===== config.mk =====
export PLATFORM = sky130hd
export DESIGN_NAME = sdram_cpu_arbiter
export DESIGN_NICKNAME = d
export VERILOG_FILES = /design/src/rtl/sdram_cpu_arbiter.sv
export SDC_FILE = /design/constraint.sdc
export NUM_CORES = 1
export LEC_CHECK = 0
export BUFFER_PORTS_ARGS = -buffer_cell sky130_fd_sc_hd__buf_4
export CELL_PAD_IN_SITES_DETAIL_PLACEMENT = 2
export CELL_PAD_IN_SITES_GLOBAL_PLACEMENT = 2
export CORE_MARGIN = 5
export CORE_UTILIZATION = 23
export CTS_CLUSTER_DIAMETER = 40
export CTS_CLUSTER_SIZE = 40
export DETAILED_ROUTE_END_ITERATION = 10
export MAX_ROUTING_LAYER = met4
export PLACE_DENSITY_LB_ADDON = 0.1
export SLEW_MARGIN = 20
export SYNTH_ARGS = -nofsm -noshare
export SYNTH_HDL_FRONTEND = slang
export SYNTH_SLANG_ARGS = --single-unit

===== constraint.sdc =====
create_clock -name mclk -period 1.9 [get_ports mclk]
set_input_delay 0 -clock mclk [delete_from_list [all_inputs] [get_ports mclk]]
set_output_delay 0 -clock mclk [all_outputs]
set_load 0.01 [all_outputs]

===== src/rtl/sdram_cpu_arbiter.sv =====
// Arbiter sharing the sdram_snes CPU slot between SNES CPU (A), coprocessor (B) and loader (C).
// Define SDRAM_ARB_RR_EN for round-robin selection; otherwise fixed priority A > B > C.
module sdram_cpu_arbiter #(
  parameter int AW = 22,
  parameter int DW = 16
) (
  input  logic          mclk,
  input  logic          resetn,
  input  logic          a_req,
  input  logic          b_req,
  input  logic          c_req,
  output logic          a_ack,
  output logic          b_ack,
  output logic          c_ack,
  input  logic [AW:1]   a_addr,
  input  logic [DW-1:0] a_din,
  input  logic          a_we,
  input  logic [1:0]    a_ds,
  input  logic [AW:1]   b_addr,
  input  logic [DW-1:0] b_din,
  input  logic          b_we,
  input  logic [1:0]    b_ds,
  input  logic [AW:1]   c_addr,
  input  logic [DW-1:0] c_din,
  input  logic          c_we,
  input  logic [1:0]    c_ds,
  output logic [DW-1:0] a_dout,
  output logic [DW-1:0] b_dout,
  output logic [DW-1:0] c_dout,
  output logic          dn_req,
  input  logic          dn_ack,
  output logic [AW:1]   dn_addr,
  output logic [DW-1:0] dn_din,
  output logic          dn_we,
  output logic [1:0]    dn_ds,
  input  logic [DW-1:0] dn_dout,
  output logic [1:0]    grant
);

  typedef enum logic {S_IDLE, S_WAIT} state_t;

  state_t     state, state_nxt;
  logic [2:0] pend;
  logic [1:0] sel;
  logic       start, done;
  logic       tag;

  assign pend = {c_req ^ c_ack, b_req ^ b_ack, a_req ^ a_ack};

  function automatic logic [1:0] pick_fixed(input logic [2:0] p);
    if (p[0])      return 2'd1;
    else if (p[1]) return 2'd2;
    else if (p[2]) return 2'd3;
    else           return 2'd0;
  endfunction

`ifdef SDRAM_ARB_RR_EN
  logic [1:0] last;

  // Search starts just after the last winner, wrapping C back to A.
  function automatic logic [1:0] pick_rr(input logic [2:0] p, input logic [1:0] l);
    case (l)
      2'd1:    return p[1] ? 2'd2 : p[2] ? 2'd3 : p[0] ? 2'd1 : 2'd0;
      2'd2:    return p[2] ? 2'd3 : p[0] ? 2'd1 : p[1] ? 2'd2 : 2'd0;
      default: return pick_fixed(p);
    endcase
  endfunction

  always_ff @(posedge mclk) begin
    if (!resetn)    last <= 2'd3;
    else if (start) last <= sel;
  end

  assign sel = pick_rr(pend, last);
`else
  assign sel = pick_fixed(pend);
`endif

  always_ff @(posedge mclk) begin
    if (!resetn) state <= S_IDLE;
    else         state <= state_nxt;
  end

  always_comb begin
    state_nxt = state;
    start     = 1'b0;
    done      = 1'b0;
    case (state)
      S_IDLE: if (sel != 2'd0) begin
        start     = 1'b1;
        state_nxt = S_WAIT;
      end
      S_WAIT: if (dn_ack == dn_req) begin
        done      = 1'b1;
        state_nxt = S_IDLE;
      end
      default: state_nxt = S_IDLE;
    endcase
  end

  // Grant edge: register the winner's command toward the slot.
  always_ff @(posedge mclk) begin
    if (!resetn) begin
      dn_req  <= 1'b0;
      dn_addr <= '0;
      dn_din  <= '0;
      dn_we   <= 1'b0;
      dn_ds   <= 2'b00;
      tag     <= 1'b0;
      grant   <= 2'd0;
    end else if (start) begin
      dn_req <= ~dn_req;
      grant  <= sel;
      case (sel)
        2'd1: begin
          dn_addr <= a_addr; dn_din <= a_din; dn_we <= a_we; dn_ds <= a_ds; tag <= a_req;
        end
        2'd2: begin
          dn_addr <= b_addr; dn_din <= b_din; dn_we <= b_we; dn_ds <= b_ds; tag <= b_req;
        end
        default: begin
          dn_addr <= c_addr; dn_din <= c_din; dn_we <= c_we; dn_ds <= c_ds; tag <= c_req;
        end
      endcase
    end else if (done) begin
      grant <= 2'd0;
    end
  end

  // Completion edge: only the granted requester's ack and read data move.
  always_ff @(posedge mclk) begin
    if (!resetn) begin
      a_ack  <= 1'b0;
      b_ack  <= 1'b0;
      c_ack  <= 1'b0;
      a_dout <= '0;
      b_dout <= '0;
      c_dout <= '0;
    end else if (done) begin
      case (grant)
        2'd1: begin
          a_ack <= tag;
          if (!dn_we) a_dout <= dn_dout;
        end
        2'd2: begin
          b_ack <= tag;
          if (!dn_we) b_dout <= dn_dout;
        end
        2'd3: begin
          c_ack <= tag;
          if (!dn_we) c_dout <= dn_dout;
        end
        default: ;
      endcase
    end
  end

endmodule


==> results of run 1 <==
## worst min-delay path, stage by stage
cell and delay (ns):
buf_4 0.07, nand2b_1 0.09, nand3_1 0.07, a21boi_1 0.11
## cells by family after synthesis
logic type | Yosys count
mux | 3
flops | 97
fa+ha+maj | 3
simple gates | 195
buf+inv | 64
xor+xnor | 7
compound gates | 185
## final cells by class
| class | instances | area [um2] | share of cell area |
|---|---|---|---|
| repair buffers | 298 | 2560 | 0.317 |
| flip-flops and latches | 97 | 1950 | 0.241 |
| clock buffers | 10 | 229 | 0.0283 |
| inverters | 3 | 11.3 | 0.00139 |
| well taps | 275 | 344 | 0.0426 |
| clock inverters | 6 | 115 | 0.0142 |
| multi-input cells | 393 | 2870 | 0.355 |
## metrics by stage
step / TNS [ns] / worst slack (ns) / power [mW] / instance area, um2 / cells
after floorplan: 0 / 0.00949 / 3.22 / 4980 / 554
after global placement: 0 / 0.0101 / 3.97 / 7140 / 1033
after detailed placement: -0.797 / -0.0577 / 4.03 / 7140 / 1033
after CTS: -0.0186 / -0.00794 / 6.23 / 7670 / 1066
after global routing: -2.73 / -0.105 / 6.71 / 8080 / 1082
final: -0.196 / -0.0318 / 6.36 / 8080 / 1082
## cell usage in the layout (no fill, tap or decap), types with 2 or more instances in the layout
master	instances
and2_1	2
a21boi_2	22
ha_1	2
a221o_1	42
nand2_1	48
nand3_1	79
dfxtp_4	2
clkbuf_16	16
dlygate4sd3_1	16
xnor2_2	2
inv_1	3
dfxtp_1	94
nand3_2	11
mux2i_1	3
a21boi_1	68
buf_12	12
buf_4	260
o21ai_1	28
buf_6	3
bufinv_16	3
o21ai_2	20
nand2b_1	42
nand4b_1	2
xor2_2	2
## layer usage
metal,global-route usage,vias to the layer above,part of all wire
li1,-,2500,-
met4,0.0537,0,0.020
met3,0.0396,25,0.061
met1,0.190,2534,0.39
met5,-,-,0
met2,0.297,167,0.53
## power groups by stage
stage / clock [mW] / sequential, mW / combinational, mW
detailed placement: 0 / 2.32 / 1.71
finish: 2.14 / 2.27 / 1.95
global route: 2.30 / 2.29 / 2.12
global placement: 0 / 2.31 / 1.66
CTS: 2.22 / 2.28 / 1.74
floorplan: 0 / 2.35 / 0.872
## repair_timing
action,in CTS,in global routing
hold buffers,16,0
hold endpoints to repair,48,0
pin swaps,0,17
cloned,0,8
gates resized for setup,3,30
endpoints found under the setup margin,40,44
setup buffers,1,8
## flip-flops by register name, indices dropped and copies added (netlist names), 2 cells and up
| signal | cells |
|---|---|
| c_dout | 16 |
| a_dout | 16 |
| dn_ds | 2 |
| b_dout | 16 |
| grant | 2 |
| dn_din | 16 |
| dn_addr | 22 |
## worst max path at each step
stage / end / cells past startpoint / startpoint / slack [ns]
global route: dn_din[5]$_SDFFE_PN0P_ / 10 / c_ack$_SDFFE_PN0P_ / -0.10
global placement: dn_din[13]$_SDFFE_PN0P_ / 8 / a_ack$_SDFFE_PN0P_ / 0.01
floorplan: tag$_SDFFE_PN0P_ / 9 / b_ack$_SDFFE_PN0P_ / 0.009
detailed placement: dn_din[13]$_SDFFE_PN0P_ / 7 / a_ack$_SDFFE_PN0P_ / -0.06
CTS: dn_din[2]$_SDFFE_PN0P_ / 8 / a_ack$_SDFFE_PN0P_ / -0.008
finish: dn_din[13]$_SDFFE_PN0P_ / 8 / a_ack$_SDFFE_PN0P_ / -0.03
==> results.toml, run 1 <==
[synthesis]
synth_top_family_by_area = "compound AO/OA/AOI/OAI gates"
synth_area_leader_cell = "dfxtp_1"
synthArstFlopShare = 0
yosys.area.top_type_share = 0.391
ys_seq_area_frac = 0.391
synth.area.mux_share = 0.00605
synth-simple-area-share = 0.209
synth.net_count = 702
yosysMostFrequentCell = "dfxtp_1"
netlist_top_cells_area = "dfxtp_1 (39%), a21boi_1 (10%), nand3_1 (9.1%), a221o_1 (8.5%), nand2b_1 (5.3%)"
synthXorXnorAreaFrac = 0.0139
synth_edf_count = 0
synth_compound_area_frac = 0.306
synth_cell_types = 37
synth_area_um2 = 4970
ys_seq_elements = 97
synthCells = 554
syn_avg_cell_area_um2 = 8.96
synth_flop_cell = "dfxtp_1"
yosysWarnings = 0
synthAdderAreaFrac = 0.00756
synthTopCellsByCount = "dfxtp_1 (97), nand3_1 (90), a21boi_1 (68)"

[setup_path]
path_max_fanout = 8
critical_path_arrival_ns = 2.17
r2r_end = "dn_din[13]$_SDFFE_PN0P_"
slowest_delay_ns = 0.36
end_kind = "flop"
setup.worst_path.start_class = "flop"
reg2reg_depth = 8
path_cells = "xor2_2 -> a21o_1 -> buf_6 -> ha_4 -> clkbuf_16 -> a221o_1 -> nand3_1 -> a21boi_1"
rr_startpoint = "a_ack$_SDFFE_PN0P_"
required_ns = 2.14
cpLargestDelayFamily = "compound AO/OA/AOI/OAI gates"
path_class = "flop to flop"
cp_num_buf_inv = 2
reg2reg_slack_ns = -0.03
slowest_stage = "dfxtp_4"

[detailed_routing]
firstDrtPassIters = 4
totalWireLength_um = 21800
drt_iter0_drc = 170
ant_nets = 0
vias_per_cell = 4.83
drcViolationCount = 0
wl_per_cell_um = 20.2
vias = 5226

[timing]
slew_viol_final = 0
whs_ns = 0.0234
fmax_mhz = 518
min_period_ns = 1.93
max_slew_margin = 0.472
period_share = 1.02
finClkSkew_ns = 0.00903
fin_ws_ns = -0.0318
rsz0062_at_grt = "true"
worst_pin_slew_ns = 0.792
finalSetupViolCount = 15
finalHoldViolations = 0

[layout]
fin_nets = 950
fillers = 2325
drive_above_1_share = 0.457
n_antenna_cell = 0
final_core_util = 0.382
syn_to_final_growth_pct = 62.8

[clock_network]
clk_pin_slew_ns = 0.07
cts_buffers = 9
cts_htree_levels = 3
cts_buffer_depth = 2
root_buffer = "clkbuf_16"
clk_latency_ns = 0.35
cts.sinks = 97
cts_tree = "done"

[global_routing]
grt_first_pass_wirelength_um = 32000
gr-total-overflow = 0
grt_pass1_vias = 5867
grt_antenna_before_repair = 0
grt_max_degree = 53
grt.total_usage = 0.169

[floorplanning]
die_y_um = 157
start_util = 0.235
fp.dieW_um = 157
core_um2 = 21200
fp-row-count = 53
dieArea_um2 = 24600
io_pins = 240

[status]
violations = "negative setup slack"
status = "complete, but fails checks"

[flow_run]
drv_cap = 0

[power_and_ir_drop]
p_leak_nw = 3.37
power_frac_clock = 0.336
power_density_nw_per_um2 = 787
p_switching_mw = 1.92
power.internal_mw = 4.44
pwr-share-comb = 0.307
netSwitchingFraction = 0.302
seq_power_share = 0.357
peakVddDrop_v = 0.000320

[min_path]
worstHoldPathCells = 4
hold_path_end = "dn_din[6]$_SDFFE_PN0P_"
hp-class = "primary input to flop"
worstHoldStart = "c_din[6]"

[placed_design]
io_buffers = 239
hpwl_um = 15500
gp_congestion = 0.773
No activity file was read; power rests on OpenSTA's default activity.
==> inputs of run 2 (changes only) <==
--- a/config.mk
+++ b/config.mk
@@ -9,7 +9,7 @@
 export CELL_PAD_IN_SITES_DETAIL_PLACEMENT = 2
 export CELL_PAD_IN_SITES_GLOBAL_PLACEMENT = 2
 export CORE_MARGIN = 5
-export CORE_UTILIZATION = 23
+export CORE_UTILIZATION = 28
 export CTS_CLUSTER_DIAMETER = 40
 export CTS_CLUSTER_SIZE = 40
 export DETAILED_ROUTE_END_ITERATION = 10
==> constraint.sdc (replaced) <==
create_clock -name mclk -period 2.46 [get_ports mclk]
set_input_delay 0 -clock mclk [delete_from_list [all_inputs] [get_ports mclk]]
set_output_delay 0 -clock mclk [all_outputs]
set_load 0.01 [all_outputs]
==> run 2 against run 1 <==
The flow now finishes without violations. First-iteration DRC count decreased by 13%. Hold slack improved by 0.0054 ns. Sequential power decreased by 22%. Combinational power decreased by 36%. Critical path depth unchanged. Power decreased by 31%. Global-route usage increased by 2.8 points. Routed wire length decreased by 7.8%. Flip-flop and latch count unchanged. Critical endpoint is now dn_addr[12]$_SDFFE_PN0P_.
==> results.toml, run 2 (same netlist as run 1, synthesis figures left out) <==
[layout]
fin_nets = 915
syn_to_final_growth_pct = 47.9
layout_commonest_cell = "buf_4"
max_flop_register = "dn_addr"
drive_above_1_share = 0.400
largest_reg_flops = 22
n_antenna_cell = 0
mostFrequentLayoutCells = "buf_4 (242), dfxtp_1 (97), nand3_1 (90)"

[detailed_routing]
drcViolationCount = 0
vias_per_cell = 5.08
totalWireLength_um = 20100
wl_met1_um = 7930
drt_iter0_drc = 148
met2WireLength_um = 10400
top_layer_used = "met4"
wl_per_cell_um = 20.2
vias = 5067
ant_nets = 0
firstDrtPassIters = 4
route.met3.wl_um = 1440

[flow_run]
drv_cap = 0

[floorplanning]
die_y_um = 143
fp.dieW_um = 143
io_pins = 240
fp-row-count = 48
core_um2 = 17400
start_util = 0.286
dieArea_um2 = 20500

[global_routing]
grt.total_usage = 0.197
grt_first_pass_wirelength_um = 30900
grt_pass1_vias = 5716
grt_max_degree = 100
gr-total-overflow = 0
grt_antenna_before_repair = 0

[clock_network]
cts_setup_buffers = 0
cts_buffer_depth = 2
cts_tree = "done"
clk_pin_slew_ns = 0.07
clk_latency_ns = 0.35
cts_buffers = 9
cts.sinks = 97
root_buffer = "clkbuf_16"
cts_htree_levels = 3

[setup_path]
setup.worst_path.start_class = "flop"
cp_num_buf_inv = 2
path_max_fanout = 84
critical_path_arrival_ns = 2.45
path_cells = "xor2_1 -> a21oi_1 -> inv_1 -> ha_4 -> buf_12 -> a221o_1 -> nand3_1 -> a21boi_1"
slowest_delay_ns = 0.36
slowest_stage = "dfxtp_1"
reg2reg_depth = 8
cpLargestDelayFamily = "compound AO/OA/AOI/OAI gates"
cp_num_cells = 8
required_ns = 2.73
path_class = "flop to flop"
end_kind = "flop"

[placed_design]
gp_congestion = 0.763
io_buffers = 239
hpwl_um = 14500

[min_path]
worstHoldPathCells = 4
hp-class = "primary input to flop"

[timing]
finalHoldViolations = 0
period_share = 0.888
slew_viol_final = 0
rsz0062_at_grt = "false"
max_slew_margin = 0.404
fmax_mhz = 458
finClkSkew_ns = 0.00885
finalSetupViolCount = 0
fin_tns_setup_ns = 0
min_period_ns = 2.18
worst_pin_slew_ns = 0.894

[power_and_ir_drop]
power_mw = 4.38
power_density_nw_per_um2 = 597
peakVddDrop_v = 0.000318
p_leak_nw = 3.04

[status]
status = "finished, final reports clean"
## run 2: cell types whose count changed in the layout (fill, tap and decap cells not counted), sizes merged
cell,change
buf,-28
bufinv,-3
clkinv,+1
inv,-1
clkinvlp,+2
clkbuf,-6
## run 2: per-layer routing
metal / vias to the layer above / track usage
li1: 2429 / -
met1: 2471 / 0.217
met2: 150 / 0.350
met3: 17 / 0.0556
met4: 0 / 0.0530
met5: - / -
## run 2: power by group
| part | total [mW] | switching (mW) | internal (mW) |
|---|---|---|---|
| clock | 1.38 | 0.660 | 0.721 |
| sequential | 1.76 | 0.0890 | 1.67 |
| combinational | 1.24 | 0.651 | 0.587 |
## run 2: area by class of cell
| cell class | instances | area [um2] |
|---|---|---|
| clock inverter | 5 | 41.3 |
| multi-input combinational | 393 | 2750 |
| inverter | 3 | 11.3 |
| sequential | 97 | 1940 |
| timing repair buffer | 263 | 2080 |
| fill | 1903 | 10000 |
| clock buffer | 11 | 243 |
| tap | 225 | 282 |
## run 2: worst register-to-register path, stage by stage (launching register included)
cell	delay (ns)
dfxtp_1	0.36
xor2_1	0.18
a21oi_1	0.34
inv_1	0.15
ha_4	0.30
buf_12	0.27
a221o_1	0.26
nand3_1	0.08
a21boi_1	0.18
## run 2: timing repair
| action | in CTS | in global routing |
|---|---|---|
| gates resized for setup | 0 | 1 |
| endpoints found under the setup margin | 0 | 5 |
| hold buffers | 16 | 0 |
| hold endpoints to repair | 48 | 0 |
## run 2: path summary, 6_finish.rpt
check	start	end	slack [ns]
worst min register to register	dn_addr[18]$_SDFFE_PN0P_	dn_addr[18]$_SDFFE_PN0P_	0.46
worst max-delay path	c_ack$_SDFFE_PN0P_	dn_addr[12]$_SDFFE_PN0P_	0.28
worst max register to register	c_ack$_SDFFE_PN0P_	dn_addr[12]$_SDFFE_PN0P_	0.28
worst min-delay path	c_addr[7]	dn_addr[7]$_SDFFE_PN0P_	0.03
## run 2: through the flow
step	instances	util	setup WS (ns)	hold WS, ns	instance area (um2)
after floorplan	554	-	0.450	0.147	4970
after global placement	965	0.397	0.303	0.291	6890
after detailed placement	965	0.397	0.153	0.298	6890
after CTS	997	0.423	0.133	0.0218	7330
after global routing	997	0.423	0.124	0.0461	7340
final	997	0.423	0.276	0.0287	7340
==> inputs of run 3 (changes only) <==
--- a/config.mk
+++ b/config.mk
@@ -8,6 +8,7 @@
 export BUFFER_PORTS_ARGS = -buffer_cell sky130_fd_sc_hd__buf_4
 export CELL_PAD_IN_SITES_DETAIL_PLACEMENT = 2
 export CELL_PAD_IN_SITES_GLOBAL_PLACEMENT = 2
+export CORE_ASPECT_RATIO = 2
 export CORE_MARGIN = 5
 export CORE_UTILIZATION = 28
 export CTS_CLUSTER_DIAMETER = 40
==> run 3 against run 2 <==
Core utilization down 0.11 points. Non-clock buffer count up 5. Sequential power about the same. Clock power up 17%. Via count up 1.1%. Highest routed layer unchanged.
==> results.toml, run 3 (same netlist as run 1, synthesis figures left out) <==
[layout]
regArea_um2 = 1940
syn_to_final_growth_pct = 49.7
multi_input_area_um2 = 2760
fin_nets = 920
layout_commonest_cell = "buf_4"
fin_cells = 989
largest_reg_flops = 22
drive_above_1_share = 0.406
fillers = 1998
max_flop_register = "dn_addr"
mostFrequentLayoutCells = "buf_4 (246), dfxtp_1 (97), nand3_1 (90)"
n_antenna_cell = 0

[floorplanning]
core_um2 = 17600
dieArea_um2 = 20700
start_util = 0.282
fp-row-count = 69
io_pins = 240
die_y_um = 198
fp.dieW_um = 104

[timing]
fmax_mhz = 480
min_period_ns = 2.08
rsz0062_at_grt = "false"
fin_ws_ns = 0.375
finalSetupViolCount = 0
period_share = 0.848
finClkSkew_ns = 0.00708
max_slew_margin = 0.490
slew_viol_final = 0
worst_pin_slew_ns = 0.765
finalHoldViolations = 0
fin_tns_setup_ns = 0

[flow_run]
drv_cap = 0

[clock_network]
cts_tree = "done"
root_buffer = "clkbuf_16"
cts_buffer_depth = 2
clk_latency_ns = 0.36
cts.sinks = 97
clk_pin_slew_ns = 0.07
cts_setup_buffers = 0
cts_htree_levels = 3
cts_buffers = 9

[global_routing]
grt_antenna_before_repair = 0
grt_max_degree = 85
grt_pass1_vias = 5658
gr-total-overflow = 0
grt_first_pass_wirelength_um = 31600
grt.total_usage = 0.196

[min_path]
worstHoldStart = "c_din[5]"
worstHoldPathCells = 4
hold_path_end = "dn_din[5]$_SDFFE_PN0P_"
hp-class = "primary input to flop"

[detailed_routing]
totalWireLength_um = 20200
wl_per_cell_um = 20.4
drcViolationCount = 0
ant_nets = 0
vias = 5122
drt_iter0_drc = 162
firstDrtPassIters = 4
vias_per_cell = 5.18

[placed_design]
pre_cts_slack_ns = 0.213
dp.cells = 958
gp_congestion = 0.752
io_buffers = 239
hpwl_um = 14100

[setup_path]
path_class = "flop to flop"
reg2reg_depth = 7
rr_startpoint = "c_ack$_SDFFE_PN0P_"
setup.worst_path.start_class = "flop"
required_ns = 2.73
critical_path_arrival_ns = 2.36
r2r_end = "dn_din[3]$_SDFFE_PN0P_"
end_kind = "flop"
reg2reg_slack_ns = 0.38
path_max_fanout = 42

[power_and_ir_drop]
peakVddDrop_v = 0.000449
p_leak_nw = 3.09
power_density_nw_per_um2 = 623

[status]
status = "finished, final reports clean"
==> run 3: worst max-delay path, cell delays in order, from the launching register on <==
cell and delay [ns]:
dfxtp_1 0.36, xor2_1 0.17, a21oi_1 0.33, ha_1 0.22, buf_4 0.44, a221o_1 0.25
nand3_1 0.06, a21boi_0 0.17
==> run 3: timing repair <==
| action | CTS | global route |
|---|---|---|
| gates resized for setup | 0 | 1 |
| endpoints found under the hold margin | 48 | 0 |
| endpoints found under the setup margin | 0 | 8 |
| hold buffers | 16 | 0 |
==> run 3: how the worst max path moves through the flow <==
stage                             startpoint                  endpoint  slack [ns]  cells after the start
final                     c_ack$_SDFFE_PN0P_    dn_din[3]$_SDFFE_PN0P_        0.38                      7
after CTS                 b_ack$_SDFFE_PN0P_    dn_din[3]$_SDFFE_PN0P_        0.19                      7
after floorplan           c_ack$_SDFFE_PN0P_  dn_addr[10]$_SDFFE_PN0P_        0.45                      9
after global placement    a_ack$_SDFFE_PN0P_    dn_din[0]$_SDFFE_PN0P_        0.28                      7
after detailed placement  b_ack$_SDFFE_PN0P_    dn_din[3]$_SDFFE_PN0P_        0.21                      7
after global routing      c_ack$_SDFFE_PN0P_    dn_din[3]$_SDFFE_PN0P_        0.16                      7
==> run 3: per-stage QoR <==
| step | util | power [mW] | hold slack, ns | area, um2 |
|---|---|---|---|---|
| detailed placement | 0.394 | 3.06 | 0.292 | 6930 |
| global placement | 0.394 | 3.04 | 0.282 | 6930 |
| CTS | 0.421 | 4.70 | 0.0112 | 7420 |
| finish | 0.422 | 4.63 | 0.0211 | 7430 |
| global route | 0.422 | 4.87 | 0.0373 | 7430 |
| floorplan | - | 2.48 | 0.147 | 4970 |
==> run 3: layer usage <==
metal  track usage  wire [um]  vias up
met5             -          0        -
met4        0.0557        333        0
met3        0.0437        908       17
met2         0.335      10400      149
met1         0.232       8490     2517
li1              -          -     2439
==> run 3: final cells by class <==
cell class,instances,area share
Clock inverter,4,0.0103
Timing Repair Buffer,268,0.286
Sequential cell,97,0.261
Multi-Input combinational cell,393,0.371
Clock buffer,11,0.0340
Inverter,3,0.00152
Tap cell,213,0.0359
==> run 3: where the power goes <==
part           internal (mW)  switching, mW  total [mW]
clock                  0.945          0.664        1.61
sequential              1.67         0.0859        1.76
combinational          0.603          0.662        1.27
